File: src/rtl/mem_access_unit_if.sv
// Bundle between the MEM stage, the memory access unit and the data RAM.
// Signals:
//   req_*  : load/store request from the MEM stage (valid/ready handshake)
//   rsp_*  : one-cycle completion pulse with load data and error flag
//   mem_*  : word-wide RAM port (registered write/addr/wdata, combinational rdata)
// Modports:
//   master : MEM stage plus RAM side; drives requests and mem_rdata
//   slave  : the access unit; accepts requests and drives the RAM cycle
interface mem_access_unit_if #(
    parameter int unsigned ADDR_WIDTH = 10,
    parameter int unsigned DATA_WIDTH = 32
);
    logic                  req_valid;
    logic                  req_ready;
    logic                  req_write;
    logic [1:0]            req_size;
    logic                  req_signed;
    logic [ADDR_WIDTH-1:0] req_addr;
    logic [DATA_WIDTH-1:0] req_wdata;
    logic                  rsp_valid;
    logic [DATA_WIDTH-1:0] rsp_rdata;
    logic                  rsp_err;
    logic                  mem_write;
    logic [ADDR_WIDTH-1:0] mem_addr;
    logic [DATA_WIDTH-1:0] mem_wdata;
    logic [DATA_WIDTH-1:0] mem_rdata;

    modport master (
        output req_valid, req_write, req_size, req_signed, req_addr, req_wdata, mem_rdata,
        input  req_ready, rsp_valid, rsp_rdata, rsp_err, mem_write, mem_addr, mem_wdata
    );

    modport slave (
        input  req_valid, req_write, req_size, req_signed, req_addr, req_wdata, mem_rdata,
        output req_ready, rsp_valid, rsp_rdata, rsp_err, mem_write, mem_addr, mem_wdata
    );
endinterface

File: src/rtl/mem_access_unit.sv
// Initiator side of the data-RAM interface. Turns MEM-stage load/store requests into word-wide
// RAM cycles: sub-word stores by read-modify-write, sub-word loads with sign/zero extension,
// and alignment/size checks that answer with an error and touch no RAM.
// Ports:
//   clk   : system clock, rising edge
//   rst_n : asynchronous active-low reset
//   bus   : request/response handshake and RAM port (mem_access_unit_if.slave)
module mem_access_unit #(
    parameter int unsigned ADDR_WIDTH = 10,
    parameter int unsigned DATA_WIDTH = 32
) (
    input  logic               clk,
    input  logic               rst_n,
    mem_access_unit_if.slave   bus
);
    typedef enum logic [1:0] {StIdle, StRead, StWrite, StResp} state_e;

    state_e                state_q, state_d;
    logic                  write_q, write_d;
    logic [1:0]            size_q, size_d;
    logic                  signed_q, signed_d;
    logic [1:0]            off_q, off_d;
    logic [31:0]           wdata_q, wdata_d;
    logic                  mem_write_q, mem_write_d;
    logic [ADDR_WIDTH-1:0] mem_addr_q, mem_addr_d;
    logic [31:0]           mem_wdata_q, mem_wdata_d;
    logic                  rsp_valid_q, rsp_valid_d;
    logic [31:0]           rsp_rdata_q, rsp_rdata_d;
    logic                  rsp_err_q, rsp_err_d;

    logic        accept;
    logic        req_bad;
    logic [4:0]  lane_shift;
    logic [31:0] rd_shifted;
    logic [7:0]  byte_sel;
    logic [15:0] half_sel;
    logic [31:0] load_val;
    logic [31:0] byte_mask;
    logic [31:0] merged;

    assign accept = bus.req_valid && (state_q == StIdle);

    // Size 11, odd half address, or word not on a word boundary.
    assign req_bad = (bus.req_size == 2'b11) ||
                     ((bus.req_size == 2'b01) && bus.req_addr[0]) ||
                     ((bus.req_size == 2'b10) && (bus.req_addr[1:0] != 2'b00));

    // Little-endian lanes: byte offset k lives in bits [8k+7:8k].
    assign lane_shift = {off_q, 3'b000};
    assign rd_shifted = bus.mem_rdata >> lane_shift;
    assign byte_sel   = rd_shifted[7:0];
    assign half_sel   = off_q[1] ? bus.mem_rdata[31:16] : bus.mem_rdata[15:0];
    assign byte_mask  = 32'h0000_00ff << lane_shift;

    always_comb begin
        unique case (size_q)
            2'b00:   load_val = {{24{signed_q & byte_sel[7]}}, byte_sel};
            2'b01:   load_val = {{16{signed_q & half_sel[15]}}, half_sel};
            default: load_val = bus.mem_rdata;
        endcase
    end

    always_comb begin
        if (size_q == 2'b00) begin
            merged = (bus.mem_rdata & ~byte_mask) | ({24'h0, wdata_q[7:0]} << lane_shift);
        end else if (off_q[1]) begin
            merged = {wdata_q[15:0], bus.mem_rdata[15:0]};
        end else begin
            merged = {bus.mem_rdata[31:16], wdata_q[15:0]};
        end
    end

    always_comb begin
        state_d     = state_q;
        write_d     = write_q;
        size_d      = size_q;
        signed_d    = signed_q;
        off_d       = off_q;
        wdata_d     = wdata_q;
        mem_addr_d  = mem_addr_q;
        mem_wdata_d = mem_wdata_q;
        // Pulse-style outputs default low so each is high only in its own state.
        mem_write_d = 1'b0;
        rsp_valid_d = 1'b0;
        rsp_rdata_d = 32'h0;
        rsp_err_d   = 1'b0;

        unique case (state_q)
            StIdle: begin
                if (accept) begin
                    write_d  = bus.req_write;
                    size_d   = bus.req_size;
                    signed_d = bus.req_signed;
                    off_d    = bus.req_addr[1:0];
                    wdata_d  = bus.req_wdata;
                    if (req_bad) begin
                        rsp_valid_d = 1'b1;
                        rsp_err_d   = 1'b1;
                        state_d     = StResp;
                    end else begin
                        mem_addr_d = {bus.req_addr[ADDR_WIDTH-1:2], 2'b00};
                        if (bus.req_write && (bus.req_size == 2'b10)) begin
                            mem_write_d = 1'b1;
                            mem_wdata_d = bus.req_wdata;
                            state_d     = StWrite;
                        end else begin
                            state_d = StRead;
                        end
                    end
                end
            end
            StRead: begin
                if (write_q) begin
                    mem_wdata_d = merged;
                    mem_write_d = 1'b1;
                    state_d     = StWrite;
                end else begin
                    rsp_rdata_d = load_val;
                    rsp_valid_d = 1'b1;
                    state_d     = StResp;
                end
            end
            StWrite: begin
                rsp_valid_d = 1'b1;
                state_d     = StResp;
            end
            StResp: begin
                state_d = StIdle;
            end
            default: begin
                state_d = StIdle;
            end
        endcase
    end

    // Async clear of mem_write guarantees an aborted store never commits.
    always_ff @(posedge clk or negedge rst_n) begin
        if (!rst_n) begin
            state_q     <= StIdle;
            write_q     <= 1'b0;
            size_q      <= 2'b00;
            signed_q    <= 1'b0;
            off_q       <= 2'b00;
            wdata_q     <= 32'h0;
            mem_write_q <= 1'b0;
            mem_addr_q  <= '0;
            mem_wdata_q <= 32'h0;
            rsp_valid_q <= 1'b0;
            rsp_rdata_q <= 32'h0;
            rsp_err_q   <= 1'b0;
        end else begin
            state_q     <= state_d;
            write_q     <= write_d;
            size_q      <= size_d;
            signed_q    <= signed_d;
            off_q       <= off_d;
            wdata_q     <= wdata_d;
            mem_write_q <= mem_write_d;
            mem_addr_q  <= mem_addr_d;
            mem_wdata_q <= mem_wdata_d;
            rsp_valid_q <= rsp_valid_d;
            rsp_rdata_q <= rsp_rdata_d;
            rsp_err_q   <= rsp_err_d;
        end
    end

    assign bus.req_ready = (state_q == StIdle);
    assign bus.mem_write = mem_write_q;
    assign bus.mem_addr  = mem_addr_q;
    assign bus.mem_wdata = mem_wdata_q;
    assign bus.rsp_valid = rsp_valid_q;
    assign bus.rsp_rdata = rsp_rdata_q;
    assign bus.rsp_err   = rsp_err_q;
endmodule

File: src/flat_wrapper.sv
// flat-port wrapper written by rule: the top's interface ports become plain ports
module mem_access_unit_flat 
#(
    parameter int unsigned ADDR_WIDTH = 10,
    parameter int unsigned DATA_WIDTH = 32
)
  (clk, rst_n, bus_req_valid, bus_req_write, bus_req_size, bus_req_signed, bus_req_addr, bus_req_wdata, bus_mem_rdata, bus_req_ready, bus_rsp_valid, bus_rsp_rdata, bus_rsp_err, bus_mem_write, bus_mem_addr, bus_mem_wdata);
  mem_access_unit_if #(.ADDR_WIDTH(ADDR_WIDTH), .DATA_WIDTH(DATA_WIDTH)) bus_i ();
  input  logic clk;
  input  logic rst_n;
  input wire logic [$bits(bus_i.req_valid)-1:0] bus_req_valid;
  input wire logic [$bits(bus_i.req_write)-1:0] bus_req_write;
  input wire logic [$bits(bus_i.req_size)-1:0] bus_req_size;
  input wire logic [$bits(bus_i.req_signed)-1:0] bus_req_signed;
  input wire logic [$bits(bus_i.req_addr)-1:0] bus_req_addr;
  input wire logic [$bits(bus_i.req_wdata)-1:0] bus_req_wdata;
  input wire logic [$bits(bus_i.mem_rdata)-1:0] bus_mem_rdata;
  output wire logic [$bits(bus_i.req_ready)-1:0] bus_req_ready;
  output wire logic [$bits(bus_i.rsp_valid)-1:0] bus_rsp_valid;
  output wire logic [$bits(bus_i.rsp_rdata)-1:0] bus_rsp_rdata;
  output wire logic [$bits(bus_i.rsp_err)-1:0] bus_rsp_err;
  output wire logic [$bits(bus_i.mem_write)-1:0] bus_mem_write;
  output wire logic [$bits(bus_i.mem_addr)-1:0] bus_mem_addr;
  output wire logic [$bits(bus_i.mem_wdata)-1:0] bus_mem_wdata;
  assign bus_i.req_valid = bus_req_valid;
  assign bus_i.req_write = bus_req_write;
  assign bus_i.req_size = bus_req_size;
  assign bus_i.req_signed = bus_req_signed;
  assign bus_i.req_addr = bus_req_addr;
  assign bus_i.req_wdata = bus_req_wdata;
  assign bus_i.mem_rdata = bus_mem_rdata;
  assign bus_req_ready = bus_i.req_ready;
  assign bus_rsp_valid = bus_i.rsp_valid;
  assign bus_rsp_rdata = bus_i.rsp_rdata;
  assign bus_rsp_err = bus_i.rsp_err;
  assign bus_mem_write = bus_i.mem_write;
  assign bus_mem_addr = bus_i.mem_addr;
  assign bus_mem_wdata = bus_i.mem_wdata;
  mem_access_unit #(.ADDR_WIDTH(ADDR_WIDTH), .DATA_WIDTH(DATA_WIDTH)) u_core (.clk(clk), .rst_n(rst_n), .bus(bus_i));
endmodule
File: config.mk
export PLATFORM = sky130hd
export DESIGN_NAME = mem_access_unit_flat
export DESIGN_NICKNAME = d
export VERILOG_FILES = /design/src/rtl/mem_access_unit_if.sv /design/src/rtl/mem_access_unit.sv /design/src/flat_wrapper.sv
export SDC_FILE = /design/constraint.sdc
export NUM_CORES = 1
export LEC_CHECK = 0
export ABC_AREA = 1
export CAP_MARGIN = 20
export CORE_AREA = 2 2 92 139
export DETAILED_ROUTE_END_ITERATION = 12
export DIE_AREA = 0 0 94 141
export PLACE_DENSITY = 0.76
export SYNTH_ARGS = -nofsm -noshare
export SYNTH_HDL_FRONTEND = slang
export SYNTH_SLANG_ARGS = --single-unit
File: constraint.sdc
create_clock -name clk -period 2.2 [get_ports clk]
set_clock_uncertainty 0.2 [all_clocks]
set_input_delay 0.33 -clock clk [delete_from_list [all_inputs] [get_ports clk]]
set_output_delay 0.33 -clock clk [all_outputs]
set_load 0.005 [all_outputs]
# ---- Yosys cells after proc, flatten, opt, wreduce, memory -nomap -nowiden
# Index checks and enable logic that the tools add are counted.
dict set report op_classes {
  shift 3
  reduce_logical 13
  mux 26
  eq_ne 11
  bitwise_logic 6
}
# op count
set op_table {}
lappend op_table {{32-bit 2-to-1 mux} 8}
lappend op_table {{32-bit case mux with 2 select lines} 2}
lappend op_table {{32-bit AND} 1}
lappend op_table {{32-bit NOT} 1}
lappend op_table {{32-bit bitwise OR} 1}
lappend op_table {{8-bit by 5-bit left shift with 32-bit output} 1}
lappend op_table {{8-bit by 5-bit left shift with 32-bit output, first input constant} 1}
lappend op_table {{32-bit by 5-bit right shift with 8-bit output} 1}
lappend op_table {{16-bit 2-to-1 mux} 1}
lappend op_table {{1-bit 2-to-1 mux} 9}
lappend op_table {{2-bit == test, second input constant} 4}
lappend op_table {{2-bit case mux with 4 select lines} 1}
lappend op_table {{2-bit by 1-bit == test with 1-bit output, second input constant} 3}
lappend op_table {{2-bit 2-to-1 mux} 3}
lappend op_table {{2-bit by 1-bit inequality test with 1-bit output, second input constant} 3}
lappend op_table {{5-bit AND reduction} 1}
lappend op_table {{1-bit logical AND} 4}
lappend op_table {{2-bit zero test} 2}
lappend op_table {{2-bit nonzero test} 2}
lappend op_table {{1-bit case mux with 3 select lines} 1}
lappend op_table {{3-bit AND reduction} 1}
lappend op_table {{1-bit AND} 2}
lappend op_table {{1-bit logical OR} 2}
lappend op_table {{2-bit inequality test, second input constant} 1}
lappend op_table {{other kinds (3)} 3}
dict set report word_totals {
  output_inout_bits 78
  regBits 99
  input_bits 81
  elab_cells 71
}

# ---- Depth between registers and ports, before layout
dict set report depth {
  ltp_word 7
  ltp_mapped 11
  ltp_nobuf 9
}

# ---- Worst setup path after synthesis
# OpenSTA, ideal clock, no wires.
dict set report synth_timing {
  path_kind {flip-flop to flip-flop}
  startpoint {register u_core.state_q[0]}
  endpoint {register u_core.mem_addr_q[6] (netlist: u_core.bus.mem_addr[6])}
  path_buffers 1
  period_less_slack_ns 1.739
  arrival_time_ns 1.473
  setup_time_ns 0.066
  path_stages_with_launch 8
  setup_slack_ns 0.461
  required_time_ns 1.934
  cell_sequence {dfrtp_1 inv_1 ha_1 nand2_1 inv_2 buf_1 nand3_1 nand2_1}
}
dict set report synth_via {
  elab_chain_cells 3
}
# element line_no
set synth_lines {}
lappend synth_lines {{start, declared} mem_access_unit.sv:18} ;# state_e state_q, state_d;
lappend synth_lines {{start signal, assigned} mem_access_unit.sv:139} ;# state_q <= StIdle;
lappend synth_lines {{start signal, assigned} mem_access_unit.sv:152} ;# state_q <= state_d;
lappend synth_lines {{2-bit zero test *} -}
lappend synth_lines {{named net bus_req_ready} flat_wrapper.sv:18} ;# output wire logic [$bits(bus_i.req_ready)-1:0] bus_req_ready;
lappend synth_lines {{1-bit logical AND} mem_access_unit.sv:41} ;# assign accept = bus.req_valid && (state_q == StIdle);
lappend synth_lines {{3-bit AND reduction (no source line) *} -}
lappend synth_lines {{end signal, assigned} mem_access_unit.sv:159} ;# mem_addr_q <= mem_addr_d;
lappend synth_lines {{end, declared} mem_access_unit.sv:25} ;# logic [ADDR_WIDTH-1:0] mem_addr_q, mem_addr_d;
# The timed path passes the listed nets; every way through them passes the cells marked *.
# A chain may end at the register's enable or synchronous reset.

# ---- Worst setup path after layout
dict set report layout_timing {
  startpoint {register u_core.state_q[0]}
  endpoint {output port bus_req_ready}
}
dict set report layout_via {
  elab_chain_cells 1
}
# element line_no
set layout_lines {}
lappend layout_lines {{2-bit zero test} mem_access_unit.sv:167} ;# assign bus.req_ready = (state_q == StIdle);
lappend layout_lines {{end, declared} flat_wrapper.sv:18}
# Every way passes these cells.

==> impl_results.html <==
<table>
<tr><th>Metric</th><th>Value</th></tr>
<tr><th colspan="2">Power</th></tr>
<tr><td>Combinational share of power</td><td>approximately 56%</td></tr>
<tr><td>Total power density per cell area</td><td>1374 nW/um2</td></tr>
<tr><td>Seq pwr share</td><td>27.7%</td></tr>
<tr><td>Leakage power of the design</td><td>4.040 nW</td></tr>
<tr><td>P_sw</td><td>between 0.004 and 0.005 W</td></tr>
<tr><td>Fraction of power spent switching nets</td><td>between 40 and 50%</td></tr>
<tr><td>Cell internal power dissipation</td><td>0.006213 W</td></tr>
<tr><td>Fraction of power consumed by the clock network</td><td>16.1%</td></tr>
<tr><td>IR drop worst, VDD</td><td>0.0009807 V</td></tr>
<tr><td>Power after layout</td><td>0.01090 W</td></tr>
<tr><th colspan="2">Logic synthesis</th></tr>
<tr><td>Mean instance size in the synthesized netlist</td><td>6.748 um2</td></tr>
<tr><td>Top-area cell type share of the netlist area</td><td>42.84%</td></tr>
<tr><td>Sequential area share after synthesis</td><td>42.84%</td></tr>
<tr><td>Synth Warn #</td><td>0</td></tr>
<tr><td>Post-synthesis cell count</td><td>around 860</td></tr>
<tr><td>Number of synthesized register bits</td><td>99</td></tr>
<tr><td>Distinct cell type count of the synthesized netlist</td><td>25</td></tr>
<tr><td>Dominant cells by area after synthesis</td><td>dfrtp_1, nand2_1, nor2_1</td></tr>
<tr><td>Syn Std Cell Area</td><td>about 5800 um2</td></tr>
<tr><td>Cell type contributing the most total cell area after synthesis</td><td>dfrtp_1</td></tr>
<tr><th colspan="2">Routing</th></tr>
<tr><td>Drt drc</td><td>0</td></tr>
<tr><td>Met3 wire length</td><td>between 1 and 1.5 mm</td></tr>
<tr><td>Drt first-iter violations</td><td>530</td></tr>
<tr><td>Metal-1 WL</td><td>6.916 mm</td></tr>
<tr><td>Avg WL per Cell</td><td>15.24 um</td></tr>
<tr><td>Number of routed nets with antenna violations</td><td>0</td></tr>
<tr><td>Amount of wire on met2 after detailed routing</td><td>9.005 mm</td></tr>
<tr><td>Avg Vias per Cell</td><td>5.156</td></tr>
<tr><td>Highest signal layer in the routed design</td><td>met4</td></tr>
<tr><td>TritonRoute pass-1 iters</td><td>5</td></tr>
<tr><td>Total routed wirelength</td><td>17.75 mm</td></tr>
<tr><td>Vias post-DR</td><td>6007</td></tr>
<tr><th colspan="2">Clock network</th></tr>
<tr><td>Root buffer cell</td><td>clkbuf_16</td></tr>
<tr><td>Clock slew at the register clock pins of the worst setup and hold paths</td><td>0.08 ns</td></tr>
<tr><td>Clock Path Buffers</td><td>2</td></tr>
<tr><td>CTS tree</td><td>yes</td></tr>
<tr><td>Clock tree sinks</td><td>99</td></tr>
<tr><td>Worst-skew pair later-pin latency</td><td>around 0.36 ns</td></tr>
<tr><td>Setup fix buffers added after clock tree synthesis</td><td>0</td></tr>
<tr><td>H-tree depth reported by CTS</td><td>3</td></tr>
<tr><td>Inserted Clock Buffers</td><td>9</td></tr>
<tr><th colspan="2">Worst setup path</th></tr>
<tr><td>Setup slack, reg-to-reg</td><td>0.15 ns</td></tr>
<tr><td>CP Data Required Time</td><td>1.67 ns</td></tr>
<tr><td>Endpoint of the worst register-to-register path</td><td>u_core.bus.mem_wdata[28]</td></tr>
<tr><td>Arrival @ worst endpoint</td><td>1.61 ns</td></tr>
<tr><td>Count of cells along the worst register-to-register path</td><td>6</td></tr>
<tr><td>Endpoint class of the critical path</td><td>output port</td></tr>
<tr><td>CP Class</td><td>flop to output port</td></tr>
<tr><td>Kind of launch point of the worst setup path</td><td>flop</td></tr>
<tr><td>FF-to-FF Start</td><td>u_core.off_q[0]</td></tr>
<tr><td>Largest fanout on the critical path</td><td>4</td></tr>
<tr><th colspan="2">Global routing</th></tr>
<tr><td>Largest net degree at the start of global routing</td><td>just under 60</td></tr>
<tr><td>Antenna violations before repair</td><td>0</td></tr>
<tr><td>GRT Overall Usage</td><td>27.13%</td></tr>
<tr><td>Congestion Overflow GR</td><td>0</td></tr>
<tr><td>Number of global-route vias before repair</td><td>5602</td></tr>
<tr><td>First-pass GRT wire length</td><td>28.16 mm</td></tr>
<tr><th colspan="2">STA</th></tr>
<tr><td>Highest achievable clock rate</td><td>approximately 0.47 GHz</td></tr>
<tr><td>Setup TNS</td><td>0 ns</td></tr>
<tr><td>Final Setup Violations</td><td>0</td></tr>
<tr><td>Transition time at the pin with the least slew margin</td><td>approximately 0.52 ns</td></tr>
<tr><td>Max-slew violation total from the final report</td><td>0</td></tr>
<tr><td>Hold violation count in the final report</td><td>0</td></tr>
<tr><td>Unrepaired setup endpoints after global routing</td><td>no</td></tr>
<tr><td>Fin crit period</td><td>2.137 ns</td></tr>
<tr><td>Final cycle utilization of the critical path</td><td>approximately 100%</td></tr>
<tr><td>Headroom to the max-slew limit</td><td>65.31%</td></tr>
<tr><th colspan="2">Die</th></tr>
<tr><td>Height of the chip</td><td>141 um</td></tr>
<tr><td>Die Wd</td><td>94 um</td></tr>
<tr><td>Count of boundary I/O pins</td><td>159</td></tr>
<tr><td>Floorplan Core Area</td><td>around 12000 um2</td></tr>
<tr><td>Number of rows in the core area</td><td>50</td></tr>
<tr><td>Total die area</td><td>13250 um2</td></tr>
<tr><td>Initial Util</td><td>between 40 and 50%</td></tr>
<tr><th colspan="2">Hold path</th></tr>
<tr><td>Class of the tightest hold or removal check</td><td>input port to async pin</td></tr>
<tr><th colspan="2">Placement</th></tr>
<tr><td>Number of buffer cells added on primary ports</td><td>156</td></tr>
<tr><td>Total half-perimeter wirelength after legalization and detailed placement</td><td>13.18 mm</td></tr>
<tr><td>Routability cong.</td><td>0.9663</td></tr>
<tr><th colspan="2">Finish</th></tr>
<tr><td>Area growth syn-to-layout</td><td>37.21%</td></tr>
<tr><td>Filler Cells Inserted</td><td>around 1100</td></tr>
<tr><td>Antenna cell count</td><td>0</td></tr>
<tr><td>Leading cell type in the layout, fill and taps excluded</td><td>nand2_1</td></tr>
<tr><td>Layout cells sized above 1</td><td>approximately 7.3%</td></tr>
<tr><td>NumNets Final</td><td>1090</td></tr>
<tr><td>Final core utilization</td><td>65.05%</td></tr>
<tr><td>Top library cells by usage in the layout, fill and taps aside</td><td>nand2_1, clkdlybuf4s50_1, nor2_1</td></tr>
<tr><th colspan="2">Flow run</th></tr>
<tr><td>Max-cap violations</td><td>0</td></tr>
<tr><th colspan="2">Status</th></tr>
<tr><td>Result of the run</td><td>finished clean</td></tr>
</table>
## power by group through the flow
stage | registers, W | logic (W) | clock network (W)
CTS | 0.00301 | 0.00610 | 0.00178
detailed placement | 0.00302 | 0.00609 | 0
global route | 0.00309 | 0.00682 | 0.00185
global placement | 0.00303 | 0.00598 | 0
floorplan | 0.00298 | 0.00368 | 0
finish | 0.00302 | 0.00613 | 0.00175
## how the worst max path moves through the flow
stage	from	end
6_report	u_core.state_q[0]	bus_req_ready
2_1_floorplan	u_core.state_q[0]	u_core.bus.mem_addr[6]
4_1_cts	u_core.state_q[0]	bus_req_ready
3_5_place_dp	bus_req_size[0]	u_core.bus.mem_wdata[23]
3_3_place_gp	bus_req_size[0]	u_core.bus.mem_wdata[13]
5_1_grt	u_core.state_q[0]	bus_req_ready
## synth_stat cells
cell,count
buf_4,7
nand2_1,346
o22ai_1,9
or2_2,7
nand2_4,4
nand2_2,2
o211ai_1,15
nor2_2,12
buf_1,2
conb_1,1
a21oi_1,11
nor2_1,130
buf_12,1
inv_2,1
buf_2,23
inv_4,1
nand3_1,76
nor2_4,2
nand3_4,1
clkbuf_1,14
inv_1,55
dfrtp_1,99
o21ai_0,32
ha_1,5
nand3b_1,1
## state kept, by name, summed over array words and instances (netlist names)
register              flops
u_core.bus.rsp_rdata     32
u_core.bus.mem_write      1
u_core.wdata_q           16
u_core.bus.mem_wdata     32
u_core.state_q            2
u_core.signed_q           1
u_core.bus.rsp_err        1
u_core.write_q            1
u_core.size_q             2
u_core.bus.mem_addr       8
u_core.bus.rsp_valid      1
u_core.off_q              2
## repair_timing
item	CTS	global route
hold endpoints to repair	70	0
hold buffers	1	0
setup endpoints to repair	1	1
gates resized for setup	1	2
## layout make-up
class	count	area [um2]	area share [%]
flip-flops and latches	99	2477	31.22
clock inverters	7	106.4	1.340
clock buffers	9	225.2	2.838
inverters	57	216.5	2.728
well taps	156	195.2	2.460
multi-input cells	655	2858	36.01
repair buffers	182	1857	23.40
## critical path: stages (launching register included)
cell,delay (ns)
dfrtp_1,0.42
inv_1,0.16
ha_4,0.18
clkdlybuf4s50_1,0.49
## per-layer routing
metal | vias up | track usage [%]
met5 | - | 0
met4 | 0 | 10.68
met3 | 46 | 3.795
met2 | 224 | 46.13
met1 | 2782 | 34.59
li1 | 2955 | -
## kinds of logic after synthesis
family | count (synthesis) | share of synthesized area (%)
simple gates | 581 | 41.35
buf+inv | 104 | 8.027
flops | 99 | 42.84
compound gates | 67 | 6.642
fa+ha+maj | 5 | 1.082
other cells | 1 | 0.06484
## per-stage QoR
stage / instances / setup slack (ns) / hold slack [ns] / cell area [um2]
after CTS: 1165 / 0.02680 / 0.1880 / 7925
after detailed placement: 1148 / 0.1477 / 0.01371 / 7581
after global placement: 1148 / 0.2066 / 0.01515 / 7581
final: 1165 / 0.06258 / 0.1800 / 7935
after floorplan: 858 / 0.4607 / -0.1656 / 5787
after global routing: 1165 / 0.008683 / 0.2209 / 7935
No activity file was read; power rests on OpenSTA's default activity.
